--- src/rtl/calc_sequencer_pkg.sv ---
// +--------------------------------------------------------------------+
// | calc_sequencer_pkg : state encoding and byte-count derivations     |
// | Revision: 1.0                                                      |
// +--------------------------------------------------------------------+
`default_nettype none

package calc_sequencer_pkg;

  typedef enum logic [2:0] {
    ST_IDLE   = 3'd0,
    ST_LOAD   = 3'd1,
    ST_CALC   = 3'd2,
    ST_WAIT   = 3'd3,
    ST_OUTPUT = 3'd4,
    ST_DONE   = 3'd5,
    ST_ERROR  = 3'd6
  } state_e;

  // Two operands of WIDTH bits each are streamed in byte by byte.
  function automatic int nb_in(input int width);
    return (2 * width) / 8;
  endfunction

  function automatic int nb_out(input int width);
    return width / 8;
  endfunction

endpackage

`default_nettype wire

--- src/rtl/seq_counter.sv ---
// +--------------------------------------------------------------------+
// | seq_counter : up-counter with clear, enable and terminal flag      |
// | Revision: 1.0                                                      |
// +--------------------------------------------------------------------+
`default_nettype none

module seq_counter #(
  parameter int MAX = 8
) (
  input  logic clk,
  input  logic reset,
  input  logic clr_i,
  input  logic en_i,
  output logic tc_o
);

  localparam int            CW = (MAX > 1) ? $clog2(MAX) : 1;
  localparam logic [CW-1:0] TC = CW'(MAX - 1);

  logic [CW-1:0] count_q;
  logic [CW-1:0] count_d;

  always_comb begin
    count_d = count_q;
    if (clr_i) begin
      count_d = '0;
    end else if (en_i) begin
      count_d = (count_q == TC) ? '0 : count_q + CW'(1);
    end
  end

  always_ff @(posedge clk or posedge reset) begin
    if (reset) begin
      count_q <= '0;
    end else begin
      count_q <= count_d;
    end
  end

  assign tc_o = (count_q == TC);

endmodule

`default_nettype wire

--- src/rtl/calc_sequencer.sv ---
// +--------------------------------------------------------------------+
// | calc_sequencer : load / compute / wait / shift-out sequencer       |
// | Revision: 1.0                                                      |
// +--------------------------------------------------------------------+
`default_nettype none

module calc_sequencer
  import calc_sequencer_pkg::*;
#(
  parameter int WIDTH   = 32,
  parameter int TIMEOUT = 64
) (
  input  logic       clk,
  input  logic       reset,
  input  logic       load_en,
  input  logic [1:0] op_sel,
  input  logic       unit_done,
  output logic       in_shift_en,
  output logic       start_calc,
  output logic       output_result,
  output logic       unit_start,
  output logic [1:0] op,
  output logic       busy,
  output logic       done,
  output logic       timeout_err
);

  localparam int NB_IN  = nb_in(WIDTH);
  localparam int NB_OUT = nb_out(WIDTH);

  state_e     state_q, state_d;
  logic [1:0] op_q, op_d;
  logic       load_q;
  logic       arm_q;
  logic       rise;
  logic       byte_tc, timer_tc, out_tc;

  // arm_q blocks a load_en that was already high across reset release.
  assign rise = load_en & ~load_q & arm_q;

  always_ff @(posedge clk or posedge reset) begin
    if (reset) begin
      state_q <= ST_IDLE;
      op_q    <= 2'b00;
      load_q  <= 1'b0;
      arm_q   <= 1'b0;
    end else begin
      state_q <= state_d;
      op_q    <= op_d;
      load_q  <= load_en;
      arm_q   <= arm_q | ~load_en;
    end
  end

  always_comb begin
    state_d = state_q;
    op_d    = op_q;
    case (state_q)
      ST_IDLE, ST_ERROR: begin
        if (rise) begin
          state_d = ST_LOAD;
          op_d    = op_sel;
        end
      end
      ST_LOAD: begin
        if (!load_en) begin
          state_d = ST_IDLE;
        end else if (byte_tc) begin
          state_d = ST_CALC;
        end
      end
      ST_CALC: state_d = ST_WAIT;
      ST_WAIT: begin
        if (unit_done) begin
          state_d = ST_OUTPUT;
        end else if (timer_tc) begin
          state_d = ST_ERROR;
        end
      end
      ST_OUTPUT: begin
        if (out_tc) begin
          state_d = ST_DONE;
        end
      end
      ST_DONE: state_d = ST_IDLE;
      default: state_d = ST_IDLE;
    endcase
  end

  seq_counter #(.MAX(NB_IN)) u_byte_cnt (
    .clk   (clk),
    .reset (reset),
    .clr_i (state_q != ST_LOAD),
    .en_i  (state_q == ST_LOAD),
    .tc_o  (byte_tc)
  );

  seq_counter #(.MAX(TIMEOUT)) u_timer_cnt (
    .clk   (clk),
    .reset (reset),
    .clr_i (state_q != ST_WAIT),
    .en_i  (state_q == ST_WAIT),
    .tc_o  (timer_tc)
  );

  seq_counter #(.MAX(NB_OUT)) u_out_cnt (
    .clk   (clk),
    .reset (reset),
    .clr_i (state_q != ST_OUTPUT),
    .en_i  (state_q == ST_OUTPUT),
    .tc_o  (out_tc)
  );

  always_comb begin
    in_shift_en   = 1'b0;
    start_calc    = 1'b0;
    output_result = 1'b0;
    unit_start    = 1'b0;
    busy          = 1'b0;
    done          = 1'b0;
    timeout_err   = 1'b0;
    case (state_q)
      ST_LOAD: begin
        in_shift_en = 1'b1;
        busy        = 1'b1;
      end
      ST_CALC: begin
        unit_start = 1'b1;
        start_calc = 1'b1;
        busy       = 1'b1;
      end
      ST_WAIT: begin
        start_calc = 1'b1;
        busy       = 1'b1;
      end
      ST_OUTPUT: begin
        output_result = 1'b1;
        start_calc    = 1'b1;
        busy          = 1'b1;
      end
      ST_DONE: begin
        done       = 1'b1;
        start_calc = 1'b1;
        busy       = 1'b1;
      end
      ST_ERROR: timeout_err = 1'b1;
      default: ;
    endcase
  end

  assign op = op_q;

endmodule

`default_nettype wire

--- config.mk ---
export PLATFORM = sky130hd
export DESIGN_NAME = calc_sequencer
export DESIGN_NICKNAME = d
export VERILOG_FILES = /design/src/rtl/calc_sequencer_pkg.sv /design/src/rtl/seq_counter.sv /design/src/rtl/calc_sequencer.sv
export SDC_FILE = /design/constraint.sdc
export NUM_CORES = 1
export LEC_CHECK = 0
export ABC_AREA = 0
export BUFFER_PORTS_ARGS = -buffer_cell sky130_fd_sc_hd__buf_2
export CAP_MARGIN = 40
export CORE_ASPECT_RATIO = 1.2
export CORE_MARGIN = 4
export CORE_UTILIZATION = 55
export CTS_CLUSTER_SIZE = 24
export DETAILED_ROUTE_END_ITERATION = 10
export GPL_TIMING_DRIVEN = 0
export MAX_ROUTING_LAYER = met4
export PLACE_DENSITY_LB_ADDON = 0.2
export SYNTH_ARGS = -nofsm -noshare
export SYNTH_HDL_FRONTEND = slang
export SYNTH_SLANG_ARGS = --single-unit
export TNS_END_PERCENT = 10
--- constraint.sdc ---
create_clock -name clk -period 3.3 [get_ports clk]
set_input_delay 0.33 -clock clk [delete_from_list [all_inputs] [get_ports clk]]
set_output_delay 0.33 -clock clk [all_outputs]
set_load 0.02 [all_outputs]
==> reports/qor.txt, run 1 <==
Static Leak: 0.4946 nW
Post-synthesis sequential area ratio: 52.17%
Reg area: 450.4 µm²
Worst-path fanout max: 10
Multi-input gate area: 370.4 µm²
RSZ-0062 raised after global routing: no
Post-layout min period: 1845 ps
Drc violations: 0
Fin crit share: 55.92%
CTS Hold Bufs: 0
Die width: 44.17 µm
Area leader, netlist: dfrtp_1
Yosys cell types: 30
Setup-failing EPs final: 0
Largest net degree at the start of global routing: 19
Post-route non-filler standard cell count: 115
Final setup margin: 1455 ps
Cell Area, Synth: 863.3 µm²
Seq cells post-synth: 18
IO Count: 15
Pre-CTS setup slack: 1780 ps
Wire length per cell: 14.42 µm
Fill cells: 148
Status: finished, final reports clean
Initial antenna violation count: 0
Vias: 651
Peak supply drop: 511.6 µV
Skew-Pair Late Insertion Delay: 280 ps
Die ar.: 2270 µm²
Antenna Nets Post-Route: 0
First-pass GRT wire length: 3111 µm
Synthesized net count: 91
Fmax: 0.5419 GHz
Setup Skew: 0.6685 ps
Fin. max-slew vios: 0
Flop-to-flop setup slack: 1940 ps
Total of max-cap violations: 0
Slew @ Worst Pin: 665.7 ps
Total Power: 0.5502 mW
Final hold violations: 0
Row cnt: 15
Placed cell count: 112
Worst Path Arrival: 1520 ps
CP Capture Type: output port
Asr flop ratio synth: 100.0%
Synth Flop Type: dfrtp_1
First-pass detailed-route iteration total: 4
TritonCTS clock tree: done
Vias per cell: 5.661
Initial core utilization: 58.97%
Reg clk slew, reported paths: 90 ps
Final TNS setup: 0 ps
Max H-tree Level: 1
Sink Count: 18
Gpl congestion: 0.8022
Clock Root Buffer: clkbuf_4
Yosys Warn Count: 0
Top-count cell post-synth: dfrtp_1
Ranking of synthesized cells by area: dfrtp_1 (52%), ha_1 (5.8%), nor2_1 (3.0%)
Worst hold margin: 130.0 ps
Die Ht: 51.40 µm
Number of antenna diodes: 0
Area growth syn-to-layout: 13.19%
Syn Area/Cell: 10.66 µm²
Hold Path Class: primary input to async pin
Max clock buf depth: 2
# port buffers: 14
# Post-CTS Setup Buffers: 0
Congestion Overflow GR: 0
Share of post-route cells with drive strength above 1: 25.51%
Synth top cells by count: dfrtp_1 (18), nor2_1 (7), inv_1 (6)
Vias in the first global route: 737
Post-CTS Resized: 0
Synth top area share: 52.17%
Final wirelength: 1658 µm
Crit Path Category: flop to output port
P per Cell Area: 563.1 nW/µm²
Nets: 110
1st-iter DRT viols: 4
Post-Synthesis Cells: 81
DP Wirelength: 1303 µm
Req. time, crit path: 2970 ps
CTS Buf Count: 3
Post-synth EDFFs: 0
Rel. slew slack: 55.57%
Core Region: 1464 µm²
Worst setup SP type: flop
Total GRT Usage: 18.68%
==> cell usage in the layout (no fill, tap or decap), drive strengths merged <==
master  Yosys  layout
or3         2       2
o22ai       1       1
o21ai       3       3
nand2b      2       2
a21oi       4       4
or2b        1       1
mux2        2       2
nor3        4       4
a31oi       1       1
clkbuf      0       3
nand2       4       4
and3b       1       1
nand3       2       2
xnor2       1       1
dfrtp      18      18
inv         6       6
nor2        7       7
nand4b      1       1
xor2        3       3
and3        3       3
buf         3      17
nand3b      1       1
and2        2       2
ha          4       4
a32o        2       2
a22oi       1       1
nor4        1       1
o211ai      1       1
==> flip-flops by register name, summed over array words and instances (netlist names) <==
register	cells
arm_q	1
u_byte_cnt.count_q	3
u_out_cnt.count_q	2
op	2
state_q	3
load_q	1
u_timer_cnt.count_q	6
==> cells by family (layout without fill, tap and decap cells) <==
logic type | count (synthesis) | after routing | synth area share [%]
fa+ha+maj | 4 | 4 | 5.797
simple gates | 31 | 31 | 20.00
mux | 2 | 2 | 2.609
xor+xnor | 4 | 4 | 4.929
flops | 18 | 18 | 52.17
buf+inv | 9 | 26 | 4.926
compound gates | 13 | 13 | 9.566
==> cell type report <==
class,instances,share of cell area (%)
inverters,6,2.305
flip-flops and latches,18,46.09
well taps,17,2.177
multi-input cells,54,37.90
plain buffers,3,2.049
repair buffers,14,7.170
clock buffers,3,2.305
==> stage by stage <==
stage	area, µm²	utilization, %
3_5_place_dp	954.7	65.21
4_1_cts	977.2	66.75
5_1_grt	977.2	66.75
2_1_floorplan	863.3	-
6_report	977.2	66.75
3_3_place_gp	954.7	65.21
==> metal layers <==
layer  part of all wire [%]  wire length (µm)  vias up  global-route usage (%)
met1                     40               665      316                   20.71
li1                       -                 -      316                       -
met3                    3.3                55        4                   2.465
met2                     54               897       15                   32.28
met4                    2.4                40        0                   9.045
met5                      0                 0        -                       -
==> final timing paths <==
check	startpoint	to	cells past startpoint
worst max register to register	state_q[1]	op[1]	4
worst min-delay path	reset	u_timer_cnt.count_q[4]	2
worst min register to register	u_out_cnt.count_q[0]	u_out_cnt.count_q[0]	1
worst max-delay path	state_q[2]	in_shift_en	5
max in group asynchronous	reset	arm_q	2
min in group clk	load_en	load_q	1
==> critical path, cell delays in order (launching register included) <==
cell and delay (ps):
dfrtp_1 440, buf_4 190, nor2_1 260, nand2_1 140, inv_1 60, buf_2 150
==> power by group <==
group          switching, mW  internal [mW]
logic                  0.113         0.0661
registers             0.0149          0.253
clock network         0.0608         0.0423
total                  0.189          0.361
Note: power is estimated with default switching activity, not from simulation.
==> run 2, diff against run 1 <==
--- a/config.mk
+++ b/config.mk
@@ -10,7 +10,7 @@
 export CAP_MARGIN = 40
 export CORE_ASPECT_RATIO = 1.2
 export CORE_MARGIN = 4
-export CORE_UTILIZATION = 55
+export CORE_UTILIZATION = 47
 export CTS_CLUSTER_SIZE = 24
 export DETAILED_ROUTE_END_ITERATION = 10
 export GPL_TIMING_DRIVEN = 0
==> constraint.sdc (replaced) <==
create_clock -name clk -period 1.49 [get_ports clk]
set_input_delay 0.149 -clock clk [delete_from_list [all_inputs] [get_ports clk]]
set_output_delay 0.149 -clock clk [all_outputs]
set_load 0.02 [all_outputs]
==> run 2 against run 1 <==
  * Setup slack lost 1400 ps
  * Worst hold slack got worse by 91 ps
  * Critical endpoint is now done
  * Sequential power grew 120%
  * Via count is 0.31% lower
  * Highest routed layer unchanged
  * Critical path type unchanged
==> reports/qor.txt, run 2 (synthesis results as in run 1) <==
Status: finished, final reports clean
Fmax: 0.7005 GHz
Max H-tree Level: 1 (unchanged)
Clock Root Buffer: clkbuf_4
CP Capture Type: output port
Fin. max-slew vios: 0 (unchanged)
Sink Count: 18 (unchanged)
Largest net degree at the start of global routing: 19 (unchanged)
Initial core utilization: 51.34% (-7.6 points)
Congestion Overflow GR: 0 (unchanged)
TritonCTS clock tree: done
Total of max-cap violations: 0 (unchanged)
Max clock buf depth: 2 (unchanged)
Reg clk slew, reported paths: 90 ps (about the same)
CP delay by family, top: buffers and inverters
# port buffers: 14 (unchanged)
Worst hold margin: 38.51 ps (-91.47 ps)
DP Wirelength: 1148 µm (-12%)
Row cnt: 16 (+1)
Commonest non-fill, non-tap cell in the layout: dfrtp_1
Final setup margin: 62.49 ps (-1392 ps)
Number of antenna diodes: 0 (unchanged)
Total Power: 1.235 mW (+120%)
Wire length per cell: 13.19 µm (-8.5%)
Worst setup SP type: flop
Setup-failing EPs final: 0 (unchanged)
Die width: 47.13 µm (+6.7%)
Vias in the first global route: 626 (-15%)
Pre-CTS setup slack: 144.4 ps (-1636 ps)
Crit-path slowest cell: dfrtp_1
Max stage delay on crit path: 380 ps (-60 ps)
First-pass detailed-route iteration total: 4 (unchanged)
Multi-input gate area: 380.4 µm² (+2.7%)
Fin crit share: 95.81%
Fill cells: 151 (+2.0%)
Total GRT Usage: 14.33% (-4.3 points)
Placed inst area: 955.9 µm² (+0.13%)
Worst Path Arrival: 1280 ps (-240 ps)
Final hold violations: 0 (unchanged)
IO Count: 15 (unchanged)
Setup Skew: 2.719 ps (+2.050 ps)
Most flops, register: u_timer_cnt.count_q
Crit Path Category: flop to output port
Most frequent cells in the layout: dfrtp_1 (18), buf_2 (14), inv_1 (6), nor2_1 (6)
Antenna Nets Post-Route: 0 (unchanged)
First-pass GRT wire length: 2504 µm (-20%)
Gpl congestion: 0.7756 (-3.3%)
Final wirelength: 1557 µm (-6.1%)
Post-layout min period: 1428 ps
1st-iter DRT viols: 15 (+11)
Final instance area: 1016 µm² (+4.0%)
Nets: 112 (+1.8%)
Die ar.: 2590 µm² (+14%)
Max reg flops: 6 (unchanged)
Area growth syn-to-layout: 17.68%
Hold Path Class: primary input to flop
Worst-path fanout max: 10 (unchanged)
Initial antenna violation count: 0 (unchanged)
Final TNS setup: 0 ps (unchanged)
Top flop regs: u_timer_cnt.count_q x6, state_q x3, u_byte_cnt.count_q x3
Reg area: 450.4 µm² (unchanged)
CTS Buf Count: 3 (unchanged)
Core Region: 1682 µm² (+15%)
Skew-Pair Late Insertion Delay: 280 ps (about the same)
Drc violations: 0 (unchanged)
Rel. slew slack: 55.50% (-0.074 points)
CP cell instances: buf_6, inv_1, and3_1, buf_2
Req. time, crit path: 1340 ps (-1630 ps)
Share of post-route cells with drive strength above 1: 28.00% (+2.5 points)
Vias: 649 (-0.31%)
Slew @ Worst Pin: 666.8 ps (+1.111 ps)
Peak supply drop: 889.8 µV (+74%)
Die Ht: 54.95 µm (+6.9%)
Critical path buffers and inverters: 3 (unchanged)
Vias per cell: 5.500 (-2.8%)
P per Cell Area: 1216 nW/µm² (+120%)
RSZ-0062 raised after global routing: yes
Static Leak: 0.5096 nW (+3.0%)
==> run 2: metrics by stage <==
step	utilization (%)	std cells
final	60.42	118
after global placement	56.85	113
after global routing	60.42	118
after floorplan	-	81
after CTS	59.82	118
after detailed placement	56.85	113
==> run 2: layout make-up <==
cell class                 instances  area share, %
tap                               18          2.217
buffer                             3          2.709
clock buffer                       3          2.217
sequential                        18          44.34
inverter                           6          2.217
timing repair buffer              16          8.867
multi-input combinational         54          37.44
==> run 2: worst register-to-register path, cell delays in order, from the launching register on <==
cell     delay, ps
dfrtp_1        420
buf_4          160
xor2_2         170
nor3_2         170
mux2_2         370
==> run 2: where the power goes <==
group          internal (mW)  switching [mW]  leakage, nW  total (mW)
Sequential             0.560          0.0300        0.235       0.590
Combinational          0.161           0.254        0.260       0.416
Clock                 0.0938           0.135       0.0138       0.229
Total                  0.815           0.420        0.510        1.23
==> run 2: path summary, 6_finish.rpt <==
check / startpoint / to / slack (ps) / depth (start not counted)
worst min register to register: u_byte_cnt.count_q[0] / u_byte_cnt.count_q[0] / 450 / 1
worst max-delay path: state_q[1] / done / 60 / 4
max in group asynchronous: reset / u_byte_cnt.count_q[0] / 570 / 3
worst max register to register: state_q[2] / op[0] / 90 / 4
min in group asynchronous: reset / u_out_cnt.count_q[0] / 490 / 3
worst min-delay path: load_en / load_q / 40 / 1
==> run 2: per-layer routing <==
metal | part of all wire [%] | vias up | global-route usage (%)
met3 | 4.3 | 4 | 2.265
met4 | 2.2 | 0 | 9.677
met1 | 45 | 315 | 16.53
met2 | 48 | 12 | 22.62
li1 | - | 318 | -
met5 | 0 | - | -
==> run 2: what timing repair did <==
| item | in CTS | in global routing |
|---|---|---|
| hold endpoints to repair | 18 | 0 |
| hold buffers | 1 | 0 |
| setup buffers | 1 | 0 |
| pin swaps | 0 | 1 |
| resized for setup | 3 | 3 |
| setup endpoints to repair | 1 | 4 |
